<file path="src/rtl/cwru_tx_keyframer.sv">
// Key-triggered frame transmitter: debounces active-low keys, queues presses and
// sends one preamble/start/data/parity/stop frame per press in NRZ or Manchester.
module cwru_tx_keyframer #(
  parameter int          N_KEYS          = 4,
  parameter int          DEBOUNCE_CYCLES = 50000,
  parameter int          BIT_CYCLES      = 2500,
  parameter int          PREAMBLE_BITS   = 8,
  parameter int          PAYLOAD_W       = 8,
  parameter int unsigned CODE_BASE       = 32'hA0,
  parameter bit          MANCHESTER      = 1'b0
) (
  input  logic              CLK,
  input  logic              RST_N,
  input  logic [N_KEYS-1:0] KEY,
  output logic              TX_OUT,
  output logic              TX_EN,
  output logic              BUSY,
  output logic [N_KEYS-1:0] PENDING,
  output logic [6:0]        HEX0
);

  localparam int DEB_W   = $clog2(DEBOUNCE_CYCLES + 1);
  localparam int BIT_W   = $clog2(BIT_CYCLES);
  localparam int HALF    = BIT_CYCLES / 2;
  localparam int IDX_MAX = (PREAMBLE_BITS > PAYLOAD_W) ? PREAMBLE_BITS : PAYLOAD_W;
  localparam int IDX_W   = (IDX_MAX > 2) ? $clog2(IDX_MAX) : 1;

  typedef enum logic [2:0] {
    S_IDLE,
    S_LOAD,
    S_PREAMBLE,
    S_START,
    S_DATA,
    S_PARITY,
    S_STOP
  } state_t;

  function automatic logic [6:0] seg7(input logic [2:0] d);
    case (d)
      3'd0:    seg7 = 7'h40;
      3'd1:    seg7 = 7'h79;
      3'd2:    seg7 = 7'h24;
      3'd3:    seg7 = 7'h30;
      3'd4:    seg7 = 7'h19;
      3'd5:    seg7 = 7'h12;
      3'd6:    seg7 = 7'h02;
      default: seg7 = 7'h78;
    endcase
  endfunction

  logic [N_KEYS-1:0] sync1_q, sync2_q;
  logic [N_KEYS-1:0] deb_q, deb_d, deb_prev_q;
  logic [DEB_W-1:0]  deb_cnt_q [N_KEYS];
  logic [DEB_W-1:0]  deb_cnt_d [N_KEYS];
  logic [N_KEYS-1:0] press;

  state_t               state_q, state_d;
  logic [BIT_W-1:0]     bit_cyc_q, bit_cyc_d;
  logic [IDX_W-1:0]     bit_idx_q, bit_idx_d;
  logic [PAYLOAD_W-1:0] payload_q, payload_d, load_payload;
  logic                 parity_q, parity_d;
  logic [6:0]           hex_q, hex_d;
  logic [N_KEYS-1:0]    pending_q, pending_d, clear_mask;
  logic [2:0]           sel_idx;
  logic                 bit_end, cur_bit, frame_active, second_half;

  // The debounced level only flips after an unbroken run of differing samples.
  always_comb begin
    for (int i = 0; i < N_KEYS; i++) begin
      deb_d[i]     = deb_q[i];
      deb_cnt_d[i] = '0;
      if (sync2_q[i] != deb_q[i]) begin
        if (deb_cnt_q[i] == DEB_W'(DEBOUNCE_CYCLES - 1)) begin
          deb_d[i] = sync2_q[i];
        end else begin
          deb_cnt_d[i] = deb_cnt_q[i] + 1'b1;
        end
      end
    end
  end

  assign press = deb_prev_q & ~deb_q;

  always_ff @(posedge CLK or negedge RST_N) begin
    if (!RST_N) begin
      sync1_q    <= '1;
      sync2_q    <= '1;
      deb_q      <= '1;
      deb_prev_q <= '1;
      for (int i = 0; i < N_KEYS; i++) deb_cnt_q[i] <= '0;
    end else begin
      sync1_q    <= KEY;
      sync2_q    <= sync1_q;
      deb_q      <= deb_d;
      deb_prev_q <= deb_q;
      for (int i = 0; i < N_KEYS; i++) deb_cnt_q[i] <= deb_cnt_d[i];
    end
  end

  always_comb begin
    sel_idx = '0;
    for (int i = N_KEYS - 1; i >= 0; i--) begin
      if (pending_q[i]) sel_idx = 3'(i);
    end
  end

  assign load_payload = PAYLOAD_W'(CODE_BASE + 32'(sel_idx));
  assign bit_end      = (bit_cyc_q == BIT_W'(BIT_CYCLES - 1));

  // The payload shifts right once per data bit, so bit 0 is always the live bit.
  always_comb begin
    state_d    = state_q;
    bit_cyc_d  = bit_cyc_q;
    bit_idx_d  = bit_idx_q;
    payload_d  = payload_q;
    parity_d   = parity_q;
    hex_d      = hex_q;
    clear_mask = '0;
    case (state_q)
      S_IDLE: begin
        if (|pending_q) state_d = S_LOAD;
      end
      S_LOAD: begin
        clear_mask = N_KEYS'(1) << sel_idx;
        payload_d  = load_payload;
        parity_d   = ^load_payload;
        hex_d      = seg7(sel_idx);
        bit_cyc_d  = '0;
        bit_idx_d  = '0;
        state_d    = S_PREAMBLE;
      end
      default: begin
        bit_cyc_d = bit_end ? '0 : bit_cyc_q + 1'b1;
        if (bit_end) begin
          case (state_q)
            S_PREAMBLE: begin
              if (bit_idx_q == IDX_W'(PREAMBLE_BITS - 1)) begin
                bit_idx_d = '0;
                state_d   = S_START;
              end else begin
                bit_idx_d = bit_idx_q + 1'b1;
              end
            end
            S_START: state_d = S_DATA;
            S_DATA: begin
              payload_d = payload_q >> 1;
              if (bit_idx_q == IDX_W'(PAYLOAD_W - 1)) begin
                bit_idx_d = '0;
                state_d   = S_PARITY;
              end else begin
                bit_idx_d = bit_idx_q + 1'b1;
              end
            end
            S_PARITY: state_d = S_STOP;
            default:  state_d = S_IDLE;
          endcase
        end
      end
    endcase
  end

  // A fresh press in the LOAD cycle beats the clear, so it is never lost.
  assign pending_d = (pending_q & ~clear_mask) | press;

  always_ff @(posedge CLK or negedge RST_N) begin
    if (!RST_N) begin
      state_q   <= S_IDLE;
      bit_cyc_q <= '0;
      bit_idx_q <= '0;
      payload_q <= '0;
      parity_q  <= 1'b0;
      hex_q     <= 7'h7F;
      pending_q <= '0;
    end else begin
      state_q   <= state_d;
      bit_cyc_q <= bit_cyc_d;
      bit_idx_q <= bit_idx_d;
      payload_q <= payload_d;
      parity_q  <= parity_d;
      hex_q     <= hex_d;
      pending_q <= pending_d;
    end
  end

  always_comb begin
    cur_bit = 1'b1;
    case (state_q)
      S_PREAMBLE: cur_bit = ~bit_idx_q[0];
      S_START:    cur_bit = 1'b0;
      S_DATA:     cur_bit = payload_q[0];
      S_PARITY:   cur_bit = parity_q;
      default:    cur_bit = 1'b1;
    endcase
  end

  assign frame_active = (state_q != S_IDLE) && (state_q != S_LOAD);
  assign second_half  = (bit_cyc_q >= BIT_W'(HALF));

  always_comb begin
    TX_OUT = 1'b1;
    if (frame_active) begin
      if (MANCHESTER) TX_OUT = second_half ? cur_bit : ~cur_bit;
      else            TX_OUT = cur_bit;
    end
  end

  assign TX_EN   = frame_active;
  assign BUSY    = (state_q != S_IDLE);
  assign PENDING = pending_q;
  assign HEX0    = hex_q;

endmodule

</file>
<file path="config.mk">
export PLATFORM = sky130hd
export DESIGN_NAME = cwru_tx_keyframer
export DESIGN_NICKNAME = d
export VERILOG_FILES = /design/src/rtl/cwru_tx_keyframer.sv
export SDC_FILE = /design/constraint.sdc
export NUM_CORES = 1
export LEC_CHECK = 0
export ABC_CLOCK_PERIOD_IN_PS = 4300
export BUFFER_PORTS_ARGS = -buffer_cell sky130_fd_sc_hd__buf_4
export CORE_ASPECT_RATIO = 0.75
export CORE_UTILIZATION = 60
export DETAILED_ROUTE_END_ITERATION = 8
export PLACE_DENSITY = 0.87
export SETUP_SLACK_MARGIN = 0.15
export SYNTH_ARGS = -nofsm -noshare
export SYNTH_HDL_FRONTEND = slang
export SYNTH_SLANG_ARGS = --single-unit
</file>
<file path="constraint.sdc">
create_clock -name CLK -period 4.3 [get_ports CLK]
set_input_delay 0.86 -clock CLK [delete_from_list [all_inputs] [get_ports CLK]]
set_output_delay 0.86 -clock CLK [all_outputs]
set_load 0.02 [all_outputs]
</file>
==> results of run 1 <==
## flip-flops by register name (all words and copies together), names as in the netlist, 4 cells and up
register and count:
deb_prev_q 4, deb_cnt_q 64, payload_q 8, HEX0 6, bit_cyc_q 12, deb_q 4
sync1_q 4, PENDING 4, sync2_q 4
## per-stage QoR
| stage | utilization | setup WS (ps) | instance area [um2] | std cells | power (W) |
|---|---|---|---|---|---|
| 6_report | 0.7199 | 1155 | 6594 | 731 | 0.002641 |
| 5_1_grt | 0.7199 | 966.0 | 6594 | 731 | 0.002724 |
| 4_1_cts | 0.7199 | 1193 | 6594 | 731 | 0.002662 |
| 3_5_place_dp | 0.6523 | 1657 | 5974 | 699 | 0.001203 |
| 3_3_place_gp | 0.6523 | 1775 | 5974 | 699 | 0.001198 |
| 2_1_floorplan | - | 2121 | 5720 | 567 | 0.001168 |
## placed cells by master, fill, tap and decap left out, types with 9 or more instances in the layout
master,n
ha_1,13
a31oi_1,9
mux2i_1,11
nand4_1,20
nor4_1,9
and3_1,18
o21ai_0,25
nand2_1,57
nor3_1,10
xnor2_1,29
dfstp_2,22
xor2_1,19
buf_4,23
a21oi_1,19
nand3_1,27
inv_1,18
dfrtp_1,95
nor2_1,64
clkbuf_16,17
## metal layers
layer | wire (um) | global-route usage
met2 | 5928 | 0.4253
met4 | 298 | 0.1240
met1 | 5197 | 0.3452
met5 | 0 | 0
met3 | 532 | 0.06923
## critical path, stage by stage, from the launching register on
cell and delay, ps:
dfrtp_1 580, nor2_1 310, inv_1 100, nor2_1 420, inv_1 230, buf_4 220
## cell families after synthesis
logic type               Yosys count  synth area share
AO/OA/AOI/OAI                     75           0.07874
XOR/XNOR                          48           0.07349
adder cells (fa/ha/maj)           13           0.02843
buffers and inverters             37           0.02559
flip-flops                       117            0.5166
multiplexers                      16           0.02909
AND/OR/NAND/NOR                  261            0.2480
## report_power, final
group | total (W) | leakage [nW] | switching (W) | internal [W]
sequential | 0.00113 | 1.55 | 0.0000129 | 0.00112
clock | 0.00146 | 0.294 | 0.000504 | 0.000953
combinational | 0.0000527 | 1.02 | 0.0000385 | 0.0000141
total | 0.00264 | 2.86 | 0.000555 | 0.00209
## final cells by class
type                            count  area (um2)  share of cell area
Sequential cell                   117        2955              0.4482
Multi-Input combinational cell    413        2619              0.3972
Clock inverter                     12       152.6             0.02315
Tap cell                          128       160.2             0.02429
Clock buffer                       20       466.7             0.07078
Inverter                           18       67.56             0.01025
Timing Repair Buffer               23       172.7             0.02619
## worst paths after layout
check / endpoint / slack (ps) / cells after the start / startpoint
worst max-delay path: BUSY / 1160 / 5 / state_q[2]$_DFFE_PN0P_
worst min register to register: sync2_q[1]$_DFF_PN1_ / 360 / 0 / sync1_q[1]$_DFF_PN1_
worst min-delay path: sync2_q[1]$_DFF_PN1_ / 360 / 0 / sync1_q[1]$_DFF_PN1_
max in group asynchronous: sync2_q[1]$_DFF_PN1_ / 2950 / 2 / RST_N
worst max register to register: bit_cyc_q[3]$_DFFE_PN0N_ / 2290 / 5 / state_q[2]$_DFFE_PN0P_
min in group asynchronous: bit_cyc_q[7]$_DFFE_PN0N_ / 420 / 1 / RST_N
==> flow_summary.ini, run 1 <==
[run_status]
status = finished clean

[sta]
fin_crit_sh = 0.7313
max_freq_ghz = 0.3180
rsz0062_at_grt = false
setup_violations = 0
slew_headroom = 0.6189
fin_skew_ps = 8.146
fin_crit_ps = 3145
fin_hold_ws_ps = 356.2
tightest_slew_ps = 571.7
fin_tns_setup_ps = 0
final_hold_viol_count = 0
slew_viol_final = 0

[synth]
synth_edf_count = 0
ys.flop_type = dfrtp_1
synth_common_cells = 95 x dfrtp_1, 64 x nor2_1, 57 x nand2_1, 29 x xnor2_1, 27 x nand3_1
avgSynthCellArea_um2 = 10.09
synthCells = 567
yosysWarningCount = 0
synth_area_leader_cell = dfrtp_1
synthesis.nets = 586
ys_seq_elements = 117
synth_area_leaders = dfrtp_1 42%, dfstp_2 10%, xnor2_1 4.4%
post-synth-top-count-cell = dfrtp_1
async_reset_ff_frac = 1.000
ys_seq_area_frac = 0.5166
synth_area_mm2 = 0.005720
ys_types = 56
yosysTopAreaCellShare = 0.4156

[clock_network]
cts_setup_buffers = 0
cts_max_level = 4
cts-root-buf = clkbuf_16
cts.clk_slew.worst_paths_ps = 50
cts_tree = built
cts-hold-fix-buffers = 0
clk_latency_ps = 420
clk_path_buf_depth = 2
cts_sinks = 117
cts_resized = 0
numCtsBuffers = 17

[route]
drt-wirelength-per-cell_um = 16.36
route.detailed.drc = 0
vias_per_cell = 6.055
drt_iter0_markers = 558
dr.pass1.iters = 7
vias = 4426
detail-route-antenna-nets = 0
drt_wl_total_um = 11960

[floorplanning]
io_pins = 20
rows = 30
die_w_um = 114.8
die_y_um = 86.56
fp.dieArea_mm2 = 0.009933
coreArea_mm2 = 0.009159
initial_core_util = 0.6246

[worst_setup_path]
cp_max_fo = 22
worst_ep_required_time_ps = 3440
end_kind = output pin
crit_arrival_ps = 2280
timing_worst_setup_path_type = reg2out
start_kind = register

[placement]
port-buffer-count = 19
place_hpwl_um = 7629
gp_congestion = 0.8779

[layout]
nFillCells = 653
nNetsFinal = 609
area_growth_pct = 15.27
num_antenna_cells = 0
layout-drive-gt1-share = 0.1625

[global_route]
antenna_found_initial = 0
gr-total-overflow = 0
grt_use_total = 0.2667
first_global_vias = 4240
grt_max_degree = 44
grt_pass1_wl_um = 20140

[worst_hold_path]
hp-class = reg2reg

[power]
p_leak_nw = 2.857
max-vdd-ir-drop_mv = 0.2901
powerDensity_mw_per_mm2 = 400.6

[run]
max_cap_violations = 0
No activity file was read; power rests on OpenSTA's default activity.
==> run 2, diff against run 1 <==
--- a/config.mk
+++ b/config.mk
@@ -5,7 +5,7 @@
 export SDC_FILE = /design/constraint.sdc
 export NUM_CORES = 1
 export LEC_CHECK = 0
-export ABC_CLOCK_PERIOD_IN_PS = 4300
+export ABC_CLOCK_PERIOD_IN_PS = 2900
 export BUFFER_PORTS_ARGS = -buffer_cell sky130_fd_sc_hd__buf_4
 export CORE_ASPECT_RATIO = 0.75
 export CORE_UTILIZATION = 60
==> constraint.sdc (replaced) <==
create_clock -name CLK -period 2.9 [get_ports CLK]
set_input_delay 0.58 -clock CLK [delete_from_list [all_inputs] [get_ports CLK]]
set_output_delay 0.58 -clock CLK [all_outputs]
set_load 0.02 [all_outputs]
==> run 2 against run 1 <==
  * Global-route usage decreased by 0.83 points
  * Sequential power increased by 49%
  * Via count is 2.9% lower
  * First-iteration DRC count down 37%
  * Critical endpoint unchanged
  * Hold slack worse by 100 ps
  * Register-to-register slack lost 1300 ps
  * Sequential share of layout area is 0.46 points lower
  * Highest routed layer unchanged
  * Non-clock buffer count up 2
  * Critical path depth stayed put
  * Largest cell class unchanged
  * Clock skew down 1.7 ps
  * Power increased by 54%
  * Final cell count increased by 0.27%
==> flow_summary.ini, run 2 (same netlist as run 1, synthesis figures left out) <==
[clock_network]
cts.clk_slew.worst_paths_ps = 50
cts_max_level = 4
numCtsBuffers = 17
cts-root-buf = clkbuf_16
cts_setup_buffers = 0
clk_latency_ps = 420
clk_path_buf_depth = 2
cts_tree = built
cts_sinks = 117

[worst_setup_path]
worst_ep_required_time_ps = 2320
cp_max_fo = 13
crit_arrival_ps = 2000
crit_buf_inv = 3
crit_top_cell = inv_1
start_kind = register
end_kind = output pin
slowest_stage = dfrtp_1
timing_worst_setup_path_type = reg2out
r2r_start = bit_cyc_q[0]$_DFFE_PN0N_
max_stage_delay_ps = 510
worstPathCellList = nor2_1 -> inv_1 -> nor2_2 -> inv_1 -> buf_4
cp_top_family = simple AND/OR/NAND/NOR gates
startpoint = state_q[1]$_DFFE_PN0P_

[power]
powerDensity_mw_per_mm2 = 611.0
max-vdd-ir-drop_mv = 0.4454
p_leak_nw = 2.885
p_total_w = 0.004071

[sta]
final_hold_viol_count = 0
fin_hold_ws_ps = 255.5
slew_headroom = 0.4613
fin_crit_ps = 2580
fin_tns_setup_ps = 0
max_freq_ghz = 0.3876
tightest_slew_ps = 808.0
rsz0062_at_grt = false
fin_skew_ps = 6.447
fin_crit_sh = 0.8896
slew_viol_final = 0
setup_violations = 0

[floorplanning]
coreArea_mm2 = 0.009159
die_w_um = 114.8
io_pins = 20
rows = 30
initial_core_util = 0.6246
die_y_um = 86.56
fp.dieArea_mm2 = 0.009933

[layout]
top_register = deb_cnt_q
nNetsFinal = 611
layout-drive-gt1-share = 0.1636
layout_commonest_cell = dfrtp_1
largest_reg_flops = 64
area_growth_pct = 16.47
final_area_mm2 = 0.006663
top_regs = deb_cnt_q x64, bit_cyc_q x12, payload_q x8
num_antenna_cells = 0
final_cell_count_no_fill = 733
layout_common_cells = 95 x dfrtp_1, 63 x nor2_1, 57 x nand2_1

[global_route]
grt_pass1_wl_um = 19660
antenna_found_initial = 0
gr-total-overflow = 0
first_global_vias = 4175
grt_use_total = 0.2584
grt_max_degree = 66

[run_status]
status = finished clean

[placement]
gp_congestion = 0.9139
port-buffer-count = 19
dp_cells = 701
place_hpwl_um = 7398
placed_area_mm2 = 0.006002

[route]
route.detailed.drc = 0
vias_per_cell = 5.861
detail-route-antenna-nets = 0
vias = 4296
dr.pass1.iters = 5
drt_wl_total_um = 11540
drt_iter0_markers = 350
drt-wirelength-per-cell_um = 15.74

[run]
max_cap_violations = 0

[worst_hold_path]
hp-class = in2async
-- run 2: power by group --
part / total (W) / leakage (nW) / internal, W / switching (W)
registers: 0.00168 / 1.55 / 0.00166 / 0.0000196
clock network: 0.00231 / 0.306 / 0.00157 / 0.000741
logic: 0.0000794 / 1.03 / 0.0000236 / 0.0000558
-- run 2: repair_timing --
item,in CTS,in global routing
hold buffers,0,0
endpoints found under the setup margin,0,1
resized for setup,0,1
-- run 2: path summary, 6_finish.rpt --
check | end | slack [ps] | cells after the start
max | BUSY | 320 | 5
min | bit_cyc_q[4]$_DFFE_PN0N_ | 260 | 1
max reg2reg | bit_idx_q[0]$_DFFE_PN0P_ | 1020 | 5
min reg2reg | sync2_q[3]$_DFF_PN1_ | 350 | 0
max in group asynchronous | deb_cnt_q[14]$_DFF_PN0_ | 1920 | 2
min in group CLK | sync1_q[0]$_DFF_PN1_ | 270 | 1
-- run 2: per-layer routing --
layer  global-route usage  wire (um)
met1               0.3386       5173
met2               0.4132       5622
met3              0.06643        550
met4               0.1074        189
met5                    0          0
-- run 2: cell type report --
class | instances | area, um2
Timing Repair Buffer | 25 | 200.2
Inverter | 18 | 67.56
Clock inverter | 11 | 197.7
Tap cell | 128 | 160.2
Multi-Input combinational cell | 413 | 2621
Clock buffer | 21 | 460.4
Fill cell | 629 | 2496
Sequential cell | 117 | 2955
-- run 2: through the flow --
stage	util	setup slack (ps)
2_1_floorplan	-	1001
3_3_place_gp	0.6553	756.4
3_5_place_dp	0.6553	626.8
4_1_cts	0.7272	177.5
5_1_grt	0.7275	212.9
6_report	0.7275	320.1
